===== src/rtl/legv8_pkg.sv =====
// Shared LEGv8 decode definitions: opcode constants, ALU operation classes,
// and the packed control bundle handed from decode to execute.
package legv8_pkg;

  localparam logic [10:0] OP_ADD  = 11'b10001011000;
  localparam logic [10:0] OP_SUB  = 11'b11001011000;
  localparam logic [10:0] OP_AND  = 11'b10001010000;
  localparam logic [10:0] OP_ORR  = 11'b10101010000;
  localparam logic [10:0] OP_LDUR = 11'b11111000010;
  localparam logic [10:0] OP_STUR = 11'b11111000000;
  localparam logic [7:0]  OP_CBZ8 = 8'b10110100;
  localparam logic [5:0]  OP_B6   = 6'b000101;
  localparam logic [10:0] OP_HALT = 11'h7FF;

  typedef enum logic [1:0] {
    ALUOP_MEM = 2'b00,
    ALUOP_BR  = 2'b01,
    ALUOP_R   = 2'b10
  } aluop_e;

  typedef struct packed {
    logic   reg2loc;
    logic   alusrc;
    logic   memtoreg;
    logic   regwrite;
    logic   memread;
    logic   memwrite;
    logic   branch;
    logic   uncondbranch;
    aluop_e aluop;
  } ctrl_t;

  localparam ctrl_t CTRL_NOP = '{1'b0, 1'b0, 1'b0, 1'b0, 1'b0, 1'b0, 1'b0, 1'b0, ALUOP_MEM};

  function automatic logic is_halt(input logic [31:0] instr);
    return instr[31:21] == OP_HALT;
  endfunction

endpackage


===== src/rtl/legv8_control.sv =====
// LEGv8 main-control decode: purely combinational from one instruction word.
// Optional macro IFID_ILLEGAL_TRAP_EN enables the unknown-opcode flag;
// without it the flag is constant 0 and unknown opcodes decode as NOPs.
module legv8_control
  import legv8_pkg::*;
(
  input  logic [31:0] instruction,
  output ctrl_t       ctrl,
  output logic [63:0] imm,
  output logic        halt,
  output logic        illegal
);

  logic [10:0] op;
  assign op = instruction[31:21];

  // First-match decode of control, immediate and halt/illegal flags.
  always_comb begin
    ctrl    = CTRL_NOP;
    imm     = '0;
    halt    = 1'b0;
    illegal = 1'b0;
    if (op == OP_ADD || op == OP_SUB || op == OP_AND || op == OP_ORR) begin
      ctrl.regwrite = 1'b1;
      ctrl.aluop    = ALUOP_R;
    end else if (op == OP_LDUR) begin
      ctrl.alusrc   = 1'b1;
      ctrl.memtoreg = 1'b1;
      ctrl.regwrite = 1'b1;
      ctrl.memread  = 1'b1;
      imm           = {{55{instruction[20]}}, instruction[20:12]};
    end else if (op == OP_STUR) begin
      ctrl.reg2loc  = 1'b1;
      ctrl.alusrc   = 1'b1;
      ctrl.memwrite = 1'b1;
      imm           = {{55{instruction[20]}}, instruction[20:12]};
    end else if (instruction[31:24] == OP_CBZ8) begin
      ctrl.reg2loc  = 1'b1;
      ctrl.branch   = 1'b1;
      ctrl.aluop    = ALUOP_BR;
      imm           = {{45{instruction[23]}}, instruction[23:5]};
    end else if (instruction[31:26] == OP_B6) begin
      ctrl.uncondbranch = 1'b1;
      imm               = {{38{instruction[25]}}, instruction[25:0]};
    end else if (is_halt(instruction)) begin
      halt = 1'b1;
    end else begin
`ifdef IFID_ILLEGAL_TRAP_EN
      illegal = 1'b1;
`endif
    end
  end

endmodule


===== src/rtl/if_id_decode.sv =====
// IF/ID pipeline register with LEGv8 decode, HALT freeze and accept counter.
// Optional macro IFID_ILLEGAL_TRAP_EN: an unknown opcode in ID raises
// id_illegal and freezes the front end on the following edge like a HALT.
module if_id_decode
  import legv8_pkg::*;
#(
  parameter int unsigned PC_W  = 64,
  parameter int unsigned CNT_W = 32
) (
  input  logic             clk,
  input  logic             reset,
  input  logic             if_valid,
  input  logic [31:0]      if_instruction,
  input  logic [PC_W-1:0]  if_pc,
  input  logic             stall,
  input  logic             flush,
  output logic             id_valid,
  output logic [PC_W-1:0]  id_pc,
  output logic [31:0]      id_instruction,
  output logic [10:0]      id_opcode,
  output logic [4:0]       id_rn,
  output logic [4:0]       id_rm,
  output logic [4:0]       id_rd,
  output logic [63:0]      id_imm,
  output logic             id_reg2loc,
  output logic             id_alusrc,
  output logic             id_memtoreg,
  output logic             id_regwrite,
  output logic             id_memread,
  output logic             id_memwrite,
  output logic             id_branch,
  output logic             id_uncondbranch,
  output logic [1:0]       id_aluop,
  output logic             id_halt,
  output logic             halted,
  output logic             id_illegal,
  output logic [CNT_W-1:0] id_count
);

  ctrl_t dec_ctrl;
  logic  dec_halt;
  logic  dec_illegal;
  logic  trap;
  logic  frozen;
  logic  accept;

  legv8_control u_control (
    .instruction (id_instruction),
    .ctrl        (dec_ctrl),
    .imm         (id_imm),
    .halt        (dec_halt),
    .illegal     (dec_illegal)
  );

`ifdef IFID_ILLEGAL_TRAP_EN
  assign trap = id_valid & dec_illegal;
`else
  assign trap = 1'b0;
`endif

  // A pending trap must also block the accept on the edge that sets halted,
  // otherwise the offending instruction would be overwritten before freezing.
  assign frozen = halted | trap;
  assign accept = if_valid & ~stall & ~flush & ~frozen;

  // ID register, accept counter and sticky halt; reset > flush > stall > accept > bubble.
  always_ff @(posedge clk) begin
    if (reset) begin
      id_valid       <= 1'b0;
      id_pc          <= '0;
      id_instruction <= '0;
      id_count       <= '0;
      halted         <= 1'b0;
    end else begin
      if (flush) begin
        id_valid <= 1'b0;
      end else if (stall) begin
        id_valid <= id_valid;
      end else if (accept) begin
        id_valid       <= 1'b1;
        id_pc          <= if_pc;
        id_instruction <= if_instruction;
        id_count       <= id_count + CNT_W'(1);
      end else if (!frozen) begin
        id_valid <= 1'b0;
      end
      if ((accept && is_halt(if_instruction)) || (trap && !flush)) begin
        halted <= 1'b1;
      end
    end
  end

  assign id_opcode = id_instruction[31:21];
  assign id_rm     = id_instruction[20:16];
  assign id_rn     = id_instruction[9:5];
  assign id_rd     = id_instruction[4:0];

  assign id_reg2loc      = id_valid & dec_ctrl.reg2loc;
  assign id_alusrc       = id_valid & dec_ctrl.alusrc;
  assign id_memtoreg     = id_valid & dec_ctrl.memtoreg;
  assign id_regwrite     = id_valid & dec_ctrl.regwrite;
  assign id_memread      = id_valid & dec_ctrl.memread;
  assign id_memwrite     = id_valid & dec_ctrl.memwrite;
  assign id_branch       = id_valid & dec_ctrl.branch;
  assign id_uncondbranch = id_valid & dec_ctrl.uncondbranch;
  assign id_aluop        = {2{id_valid}} & dec_ctrl.aluop;
  assign id_halt         = id_valid & dec_halt;
  assign id_illegal      = id_valid & dec_illegal;

endmodule


===== config.mk =====
export PLATFORM = sky130hd
export DESIGN_NAME = if_id_decode
export DESIGN_NICKNAME = d
export VERILOG_FILES = /design/src/rtl/legv8_pkg.sv /design/src/rtl/legv8_control.sv /design/src/rtl/if_id_decode.sv
export SDC_FILE = /design/constraint.sdc
export NUM_CORES = 1
export LEC_CHECK = 0
export BUFFER_PORTS_ARGS = -buffer_cell sky130_fd_sc_hd__clkbuf_2
export CAP_MARGIN = 5
export CORE_MARGIN = 8
export CORE_UTILIZATION = 40
export DETAILED_ROUTE_END_ITERATION = 8
export PLACE_DENSITY = 0.86
export SETUP_SLACK_MARGIN = 0.02
export SLEW_MARGIN = 25
export SYNTH_ARGS = -nofsm -noshare
export SYNTH_HDL_FRONTEND = slang
export SYNTH_SLANG_ARGS = --single-unit

===== constraint.sdc =====
create_clock -name clk -period 3.9 [get_ports clk]
set_input_delay 0.78 -clock clk [delete_from_list [all_inputs] [get_ports clk]]
set_output_delay 0.78 -clock clk [all_outputs]
set_load 0.02 [all_outputs]

==> results of run 1 <==
-- worst max path at each step --
| stage | cells after the start | start | slack (ns) | end |
|---|---|---|---|---|
| 6_report | 6 | id_instruction[21]$_SDFFE_PP0P_ | 0.50 | id_imm[41] |
| 3_5_place_dp | 6 | id_instruction[21]$_SDFFE_PP0P_ | 0.94 | id_imm[41] |
| 4_1_cts | 6 | id_instruction[21]$_SDFFE_PP0P_ | 0.50 | id_imm[41] |
| 3_3_place_gp | 7 | id_instruction[24]$_SDFFE_PP0P_ | 1.04 | id_imm[31] |
| 5_1_grt | 6 | id_instruction[21]$_SDFFE_PP0P_ | 0.29 | id_imm[59] |
| 2_1_floorplan | 5 | id_instruction[31]$_SDFFE_PP0P_ | 0.14 | id_imm[26] |
-- metal layers --
metal  track usage  up-vias  share of wire
met3       0.09212       47          0.099
li1              -     3103              -
met5             0        -              0
met2        0.3430      302           0.50
met4       0.09096        0          0.030
met1        0.2114     2892           0.37
-- report_power, final --
| part | internal, mW | leakage [nW] | total [mW] | switching, mW |
|---|---|---|---|---|
| clock | 1.04 | 0.300 | 1.63 | 0.587 |
| sequential | 1.36 | 1.05 | 1.40 | 0.0336 |
| combinational | 0.0912 | 2.21 | 0.252 | 0.161 |
| total | 2.49 | 3.57 | 3.28 | 0.782 |
-- tightest hold or removal path, delay by kind of cell (launching register included) --
family | cells | cell delay (ns)
flip-flops | 1 | 0.31
AND/OR/NAND/NOR | 1 | 0.05
AO/OA/AOI/OAI | 1 | 0.05
-- cell usage after synthesis (6+ instances only) --
library cell,n,area (um2)
nand2_1,223,837.1
dfxtp_1,130,2603
a21oi_1,127,635.6
buf_4,67,503.0
clkbuf_1,49,183.9
nor2_1,23,86.33
nand4_1,20,125.1
or4_1,16,120.1
o31ai_1,13,97.59
inv_1,12,45.04
nand3_1,11,55.05
o21ai_0,10,50.05
a221oi_1,9,78.83
a222oi_1,8,80.08
nor4_1,8,50.05
or3_1,7,43.79
and2_1,6,37.54
-- final cells by class --
cell class	count	area, um2	area share
clock buffers	20	456.7	0.05779
clock inverters	12	156.4	0.01979
inverters	12	45.04	0.005700
multi-input cells	521	2670	0.3379
flip-flops and latches	130	2603	0.3293
well taps	184	230.2	0.02913
repair buffers	342	1742	0.2204
-- cell families (layout without fill, tap and decap cells) --
group | Yosys count | count (layout) | share of synthesized area
muxes | 4 | 4 | 0.007333
AOI/OAI and AO/OA | 168 | 168 | 0.1590
and+or+nand+nor | 339 | 339 | 0.2602
adders and majority gates | 1 | 1 | 0.002095
xor gates and xnor gates | 8 | 8 | 0.01173
buffers and inverters | 129 | 386 | 0.1232
other | 1 | 1 | 0.0006279
DFF | 130 | 130 | 0.4358
-- flip-flops by register name, summed over array words and instances (netlist names) --
signal	flops
halted	1
id_pc	64
id_valid	1
id_instruction	32
id_count	32
-- stage by stage --
stage / instance area [um2] / total power, mW / cells / worst slack (ns)
global route: 7903 / 3.396 / 1221 / 0.2878
floorplan: 5976 / 1.563 / 780 / 0.1441
finish: 7903 / 3.277 / 1221 / 0.4987
detailed placement: 7289 / 1.679 / 1189 / 0.9421
global placement: 7289 / 1.673 / 1189 / 1.035
CTS: 7903 / 3.314 / 1221 / 0.4960
==> out/qor.csv, run 1 <==
metric;value;unit
status;finished clean;
Critical Path Sink Type;primary output;
CP top delay family;simple AND/OR/NAND/NOR gates;
post-CTS resize count;0;
clk_skew;0.006704;ns
# IOs;333;
Hold Vio Cnt, Final;0;
diodes inserted;0;
DRT antenna net count;0;
Worst EP arrival;2.62;ns
NumNets Final;1126;
Root Buffer;clkbuf_16;
vias per cell;5.196;
commonest non-fill, non-tap cells in the layout;330 x clkbuf_2, 223 x nand2_1, 130 x dfxtp_1, 126 x a21oi_1, 23 x nor2_1;
Buffers on Ports;331;
hold slack;0.4525;ns
routed wire length per instance;16.67;um
slowest CP cell;nor4b_1;
Cell Chain, Critical Path;nor4b_1 > nor4b_4 > a21oi_1 > a21oi_2 > buf_4 > clkbuf_2;
post-route minimum period;3.401;ns
Post-Syn Area per Cell;7.656;um2
post-CTS setup buffer count;0;
antenna violations before repair;0;
P_leak;3.567;nW
Die Area;19100;um2
Hold Crit Class;reg -> reg;
Peak Freq;0.2940;GHz
relative slew slack;0.4638;
Post-synth top flop;dfxtp_1;
area growth from synthesis to layout;32.33;%
DR DRC count;0;
Critical Path Max Stage Delay;0.55;ns
Post-synth ARST share;0;
Max VDD drop;0.2761;mV
WS Path Type;reg -> out;
num rows;44;
first-pass GRT wire length;32320;um
capturing point of the worst reg2reg path;id_count[24]$_SDFFE_PP0P_;
DRT Pass-1 Iters;5;
CTS tree;built;
Die Span X;138.2;um
Cell Area, Synth;5972;um2
Max-cap violations;0;
Warnings, synthesis;0;
die height;138.2;um
Worst setup SP type;flip-flop;
number of global-route vias before repair;6139;
hold bufs inserted after CTS;0;
Buffers & Inverters on Critical Path;2;
routed wire length;20360;um
Mapped Cells;780;
initial DRC count;367;
RR Startpoint;halted$_SDFFE_PP0P_;
largest net degree at the start of global routing;78;
H-Tree Depth;4;
Crit path required time;3.12;ns
synth unique cells;36;
RSZ-0062 raised after global routing;false;
Post-synth EDFFs;0;
crit-path max FO;39;
layout cells sized above 1;0.3703;
clock sinks;130;
CTS clk-pin slew, worst paths;0.06;ns
GPL Wtd Cong;0.8442;
hold depth;2;
post-layout util;0.5417;
HP Start;id_pc[30]$_SDFFE_PP0P_;
setup TNS;0;ns
Clock Path Buffers;2;
crit share post-route;0.8721;
Worst-Margin Slew;0.8019;ns
Syn Nets;882;
Synth Register Bits;130;
fillers;1345;
Vias;6344;
final setup vio count;0;
R2R Setup Slk;1.47;ns
gr usage total;0.2025;
Num CTS Buffers;17;
register area share after synthesis;0.4358;
power per cell area;414.6;nW/um2
DP HPWL;15410;um
initial core utilization;0.4093;
Register-to-Register Path Depth;5;
area of the core;14590;um2
clock latency on the worst-skew pair;0.41;ns
GR Overflow Total;0;
Slew Limit Fails;0;
commonest non-fill, non-tap cell in the layout;clkbuf_2;
worst hold endpoint;id_pc[30]$_SDFFE_PP0P_;
No activity file was read; power rests on OpenSTA's default activity.
==> run 2, diff against run 1 <==
--- a/config.mk
+++ b/config.mk
@@ -5,12 +5,13 @@
 export SDC_FILE = /design/constraint.sdc
 export NUM_CORES = 1
 export LEC_CHECK = 0
+export ABC_AREA = 1
 export BUFFER_PORTS_ARGS = -buffer_cell sky130_fd_sc_hd__clkbuf_2
 export CAP_MARGIN = 5
 export CORE_MARGIN = 8
-export CORE_UTILIZATION = 40
+export CORE_UTILIZATION = 42
 export DETAILED_ROUTE_END_ITERATION = 8
-export PLACE_DENSITY = 0.86
+export PLACE_DENSITY = 0.88
 export SETUP_SLACK_MARGIN = 0.02
 export SLEW_MARGIN = 25
 export SYNTH_ARGS = -nofsm -noshare
==> out/qor.csv, run 2 <==
metric;value;unit;change
antenna violations before repair;0;;unchanged
synth cell count leaders;255 x nor2_1, 130 x dfxtp_1, 115 x o21ai_0, 107 x nand2_1, 69 x buf_4;;
crit-path max FO;39;;unchanged
power per cell area;399.1;nW/um2;-3.7%
Num CTS Buffers;17;;unchanged
post-route minimum period;3.399;ns;-0.002753 ns
GPL Wtd Cong;0.9361;;+11%
DP HPWL;17290;um;+12%
diodes inserted;0;;unchanged
Crit path required time;3.12;ns;about the same
CTS clk-pin slew, worst paths;0.06;ns;about the same
Post-synth ARST share;0;;unchanged
crit share post-route;0.8714;;about the same
cell taking the most area after synthesis;dfxtp_1;;
mux cell area share after synthesis;0;;-0.007333
clk_skew;0.008848;ns;+0.002144 ns
DRT Pass-1 Iters;5;;unchanged
clock sinks;130;;unchanged
compound-gate portion of the synthesized area;0.1397;;-0.01931
Clock Path Buffers;2;;unchanged
Vias;6932;;+9.3%
Hold Crit Class;reg -> reg;;
routed wire length;22110;um;+8.6%
Cell Area, Synth;6484;um2;+8.6%
DP Cell Count;1364;;+15%
hold bufs inserted after CTS;0;;unchanged
Syn Nets;1053;;+19%
Critical Path Sink Type;primary output;;
clock latency on the worst-skew pair;0.41;ns;about the same
post-CTS setup buffer count;0;;unchanged
relative slew slack;0.5369;;+0.07317
area growth from synthesis to layout;27.81;%;
Largest register FFs;64;;unchanged
Post-synth EDFFs;0;;unchanged
# IOs;333;;unchanged
die height;140.2;um;+1.5%
post-CTS resize count;0;;unchanged
Max-cap violations;0;;unchanged
Root Buffer;clkbuf_16;;
num rows;45;;+2.3%
largest net degree at the start of global routing;82;;+5.1%
P_leak;4.024;nW;+13%
number of global-route vias before repair;6676;;+8.7%
largest family of logic cells by synthesized area;simple AND/OR/NAND/NOR gates;;
H-Tree Depth;4;;unchanged
Buffers on Ports;331;;unchanged
GR Overflow Total;0;;unchanged
WS Path Type;reg -> out;;
simple logic cell fraction of the synthesized area;0.3010;;+0.04083
Top Registers;id_pc x64, id_count x32, id_instruction x32;;
initial DRC count;504;;+37%
gr usage total;0.2176;;+0.01509
initial core utilization;0.4281;;+0.01874
fillers;1435;;+6.7%
vias per cell;4.966;;-4.4%
Synth Area in Adders;0.001930;;-0.0001654
Post-synth top flop;dfxtp_1;;
setup TNS;0;ns;unchanged
routed wire length per instance;15.84;um;-5.0%
XOR/XNOR Fraction of Synth Area;0.002702;;-0.009031
final setup vio count;0;;unchanged
commonest non-fill, non-tap cell in the layout;clkbuf_2;;
status;finished clean;;
Worst EP arrival;2.62;ns;about the same
fin cells;1396;;+14%
Post-Syn Area per Cell;6.818;um2;-11%
DRT antenna net count;0;;unchanged
Mapped Cells;951;;+22%
area of the core;15150;um2;+3.8%
Synth Register Bits;130;;unchanged
most common cell in the netlist;nor2_1;;
DR DRC count;0;;unchanged
register area share after synthesis;0.4014;;-0.03440
Warnings, synthesis;0;;unchanged
Hold Vio Cnt, Final;0;;unchanged
Synth area leaders;dfxtp_1 40%, nor2_1 15%, o21ai_0 8.9%;;
Peak Freq;0.2942;GHz;about the same
RSZ-0062 raised after global routing;false;;
synth unique cells;36;;unchanged
Die Span X;140.2;um;+1.5%
Top reg by flops;id_pc;;
layout cells sized above 1;0.3386;;-0.03172
post-layout util;0.5471;;+0.005448
first-pass GRT wire length;34290;um;+6.1%
CTS tree;built;;
Worst setup SP type;flip-flop;;
Die Area;19670;um2;+3.0%
Worst-Margin Slew;0.6929;ns;-0.1090 ns
Max VDD drop;0.3518;mV;+27%
Slew Limit Fails;0;;unchanged
commonest non-fill, non-tap cells in the layout;331 x clkbuf_2, 253 x nor2_1, 130 x dfxtp_1, 115 x o21ai_0, 106 x nand2_1;;
NumNets Final;1297;;+15%
Yosys top cell area share;0.4014;;-0.03440
## run 2: cell count changes after synthesis, moves of 8 or more
| cell | before | now |
|---|---|---|
| o21ai_0 | 10 | 115 |
| a21oi_1 | 127 | 53 |
| nor2_2 | 0 | 15 |
| a222oi_1 | 8 | 0 |
| nand3_1 | 11 | 37 |
| clkbuf_1 | 49 | 23 |
| o31ai_1 | 13 | 0 |
| inv_1 | 12 | 61 |
| or4_1 | 16 | 0 |
| buf_2 | 0 | 11 |
| nand2_1 | 223 | 107 |
| a221oi_1 | 9 | 0 |
| nor2_1 | 23 | 255 |
## run 2: routing by layer
layer	track usage	up-vias	wire [um]
li1	-	3475	-
met1	0.2173	3079	8122
met2	0.3876	331	10870
met3	0.08869	47	2376
met4	0.1023	0	743
met5	0	-	0
## run 2: worst paths after layout
check | from | to | slack, ns | cells after the start
worst max-delay path | id_instruction[31]$_SDFFE_PP0P_ | id_imm[31] | 0.50 | 8
worst min-delay path | id_pc[13]$_SDFFE_PP0P_ | id_pc[13]$_SDFFE_PP0P_ | 0.48 | 2
worst max register to register | halted$_SDFFE_PP0P_ | id_count[29]$_SDFFE_PP0P_ | 1.88 | 8
worst min register to register | id_pc[13]$_SDFFE_PP0P_ | id_pc[13]$_SDFFE_PP0P_ | 0.48 | 2
## run 2: cells by family after synthesis
| kind of cell | count (synthesis) |
|---|---|
| DFF | 130 |
| adders and majority gates | 1 |
| and+or+nand+nor | 458 |
| xor gates and xnor gates | 2 |
| AOI/OAI and AO/OA | 177 |
| other | 1 |
| buffers and inverters | 182 |
## run 2: where the power goes
group	leakage, nW	switching, mW	internal, mW
logic	2.70	0.236	0.128
clock network	0.268	0.671	0.841
registers	1.06	0.0501	1.38
total	4.02	0.957	2.35
## run 2: worst max-delay path, cell delays in order (launching register included)
cell      delay [ns]
dfxtp_1         0.54
inv_2           0.08
nor3_4          0.49
nand3_1         0.20
nand2_2         0.16
a21oi_1         0.07
nor2_2          0.10
buf_4           0.32
clkbuf_2        0.24
## run 2: cell type report
class	instances	area, um2	share of cell area
multi-input cells	639	2909	0.3510
flip-flops and latches	130	2603	0.3141
repair buffers	337	1714	0.2069
clock buffers	17	425.4	0.05134
inverters	70	265.3	0.03201
well taps	188	235.2	0.02839
clock inverters	15	135.1	0.01631
## run 2: through the flow
stage / worst slack, ns / instance area [um2] / power [mW] / hold WS (ns)
after global routing: 0.2704 / 8287 / 3.446 / 0.4947
final: 0.5014 / 8287 / 3.307 / 0.4795
after global placement: 1.011 / 7726 / 1.822 / 0.4609
after CTS: 0.4879 / 8287 / 3.344 / 0.4867
after floorplan: 0.03878 / 6484 / 1.684 / 0.5432
after detailed placement: 0.9428 / 7726 / 1.830 / 0.4717
==> run 3, diff against run 2 <==
--- a/config.mk
+++ b/config.mk
@@ -11,7 +11,7 @@
 export CORE_MARGIN = 8
 export CORE_UTILIZATION = 42
 export DETAILED_ROUTE_END_ITERATION = 8
-export PLACE_DENSITY = 0.88
+export PLACE_DENSITY = 0.78
 export SETUP_SLACK_MARGIN = 0.02
 export SLEW_MARGIN = 25
 export SYNTH_ARGS = -nofsm -noshare
==> out/qor.csv, run 3 (synthesis results as in run 2) <==
metric;value;unit;change
status;finished clean;;
commonest non-fill, non-tap cell in the layout;clkbuf_2;;
Hold Crit Class;reg -> reg;;
WS Path Type;reg -> out;;
area of the core;15150;um2;unchanged
initial DRC count;329;;-35%
Max-cap violations;0;;unchanged
Critical Path Max Stage Delay;0.53;ns;about the same
Max VDD drop;0.2965;mV;-16%
initial core utilization;0.4281;;unchanged
Hold Vio Cnt, Final;0;;unchanged
P_leak;4.028;nW;about the same
total power;3.352;mW;+1.4%
DRT antenna net count;0;;unchanged
largest net degree at the start of global routing;60;;-27%
Peak Freq;0.2936;GHz;-0.21%
area growth from synthesis to layout;28.00;%;
clock sinks;130;;unchanged
DRT Pass-1 Iters;5;;unchanged
Worst EP arrival;2.63;ns;about the same
clock latency on the worst-skew pair;0.42;ns;about the same
setup TNS;0;ns;unchanged
Top reg by flops;id_pc;;
post-CTS resize count;0;;unchanged
DR DRC count;0;;unchanged
GPL Wtd Cong;0.9773;;+4.4%
Die Area;19670;um2;unchanged
# IOs;333;;unchanged
final instance area;8299;um2;+0.15%
slowest CP cell;dfxtp_1;;
post-CTS setup buffer count;0;;unchanged
diodes inserted;0;;unchanged
Die Span X;140.2;um;unchanged
final setup vio count;0;;unchanged
RSZ-0062 raised after global routing;false;;
post-route minimum period;3.406;ns;+0.007228 ns
first-pass GRT wire length;34490;um;+0.58%
crit share post-route;0.8733;;+0.001853
Vias;6862;;-1.0%
gr usage total;0.2179;;+0.0003135
Largest register FFs;64;;unchanged
antenna violations before repair;0;;unchanged
Top Registers;id_pc x64, id_count x32, id_instruction x32;;
fillers;1516;;+5.6%
Worst setup SP type;flip-flop;;
layout cells sized above 1;0.3383;;about the same
power per cell area;403.9;nW/um2;+1.2%
Slew Limit Fails;0;;unchanged
commonest non-fill, non-tap cells in the layout;331 x clkbuf_2, 253 x nor2_1, 130 x dfxtp_1, 115 x o21ai_0, 106 x nand2_1;;
DP HPWL;17430;um;+0.83%
CTS tree;built;;
num rows;45;;unchanged
Buffers & Inverters on Critical Path;3;;unchanged
number of global-route vias before repair;6615;;-0.91%
routed wire length;21880;um;-1.0%
Buffers on Ports;331;;unchanged
DP Cell Count;1365;;+0.073%
Post-DP Area;7721;um2;about the same
CTS clk-pin slew, worst paths;0.06;ns;about the same
Crit path required time;3.12;ns;about the same
Root Buffer;clkbuf_16;;
Num CTS Buffers;17;;unchanged
Worst-Margin Slew;0.7541;ns;+0.06112 ns
fin cells;1397;;+0.072%
Clock Path Buffers;2;;unchanged
GR Overflow Total;0;;unchanged
H-Tree Depth;4;;unchanged
post-layout util;0.5480;;+0.0008260
die height;140.2;um;unchanged
Cell Chain, Critical Path;inv_2 > nor3_4 > nand3_1 > nand2_2 > a21oi_1 > nor2_2 > buf_4 > clkbuf_2;;
Critical Path Sink Type;primary output;;
NumNets Final;1298;;+0.077%
vias per cell;4.912;;-1.1%
relative slew slack;0.4966;;-0.04038
clk_skew;0.007471;ns;-0.001377 ns
routed wire length per instance;15.66;um;-1.1%
hold bufs inserted after CTS;0;;unchanged
crit-path max FO;39;;unchanged
CP top delay family;simple AND/OR/NAND/NOR gates;;
## run 3: changes by cell type in the layout (fill, tap and decap cells not counted), sizes merged
cell and change:
inv -8, clkinvlp +2, buf +1, bufinv +2, clkbuf +2, clkinv +2
## run 3: worst min-delay path, cell delays in order (launching register included)
cell and delay (ns):
dfxtp_1 0.32, nor2_1 0.04, nor2_1 0.08
## run 3: per-layer routing
| layer | share of wire | up-vias | GRT usage |
|---|---|---|---|
| met1 | 0.36 | 3089 | 0.2184 |
| li1 | - | 3468 | - |
| met4 | 0.034 | 0 | 0.1029 |
| met3 | 0.098 | 42 | 0.08563 |
| met2 | 0.50 | 263 | 0.3894 |
| met5 | 0 | - | 0 |
## run 3: through the flow
step                      hold slack [ns]  setup WS, ns
after CTS                          0.4825        0.4983
final                              0.4795        0.4942
after detailed placement           0.4711        0.9525
after global routing               0.5078        0.2972
after global placement             0.4615         1.022
after floorplan                    0.5432       0.03878
## run 3: layout make-up
type / count / area [um2] / share of cell area
well taps: 188 / 235.2 / 0.02834
inverters: 70 / 265.3 / 0.03196
multi-input cells: 639 / 2909 / 0.3505
flip-flops and latches: 130 / 2603 / 0.3136
clock buffers: 19 / 442.9 / 0.05337
clock inverters: 13 / 135.1 / 0.01628
repair buffers: 338 / 1709 / 0.2059
## run 3: worst paths after layout
check | from | to | slack (ns) | cells past startpoint
min | id_pc[23]$_SDFFE_PP0P_ | id_pc[23]$_SDFFE_PP0P_ | 0.48 | 2
max | id_instruction[31]$_SDFFE_PP0P_ | id_imm[41] | 0.49 | 8
max reg2reg | halted$_SDFFE_PP0P_ | id_instruction[22]$_SDFFE_PP0P_ | 2.04 | 5
min reg2reg | id_pc[23]$_SDFFE_PP0P_ | id_pc[23]$_SDFFE_PP0P_ | 0.48 | 2
## run 3: where the power goes
group	internal (mW)	switching [mW]
sequential	1.38	0.0513
clock	0.955	0.601
combinational	0.127	0.235
total	2.46	0.887
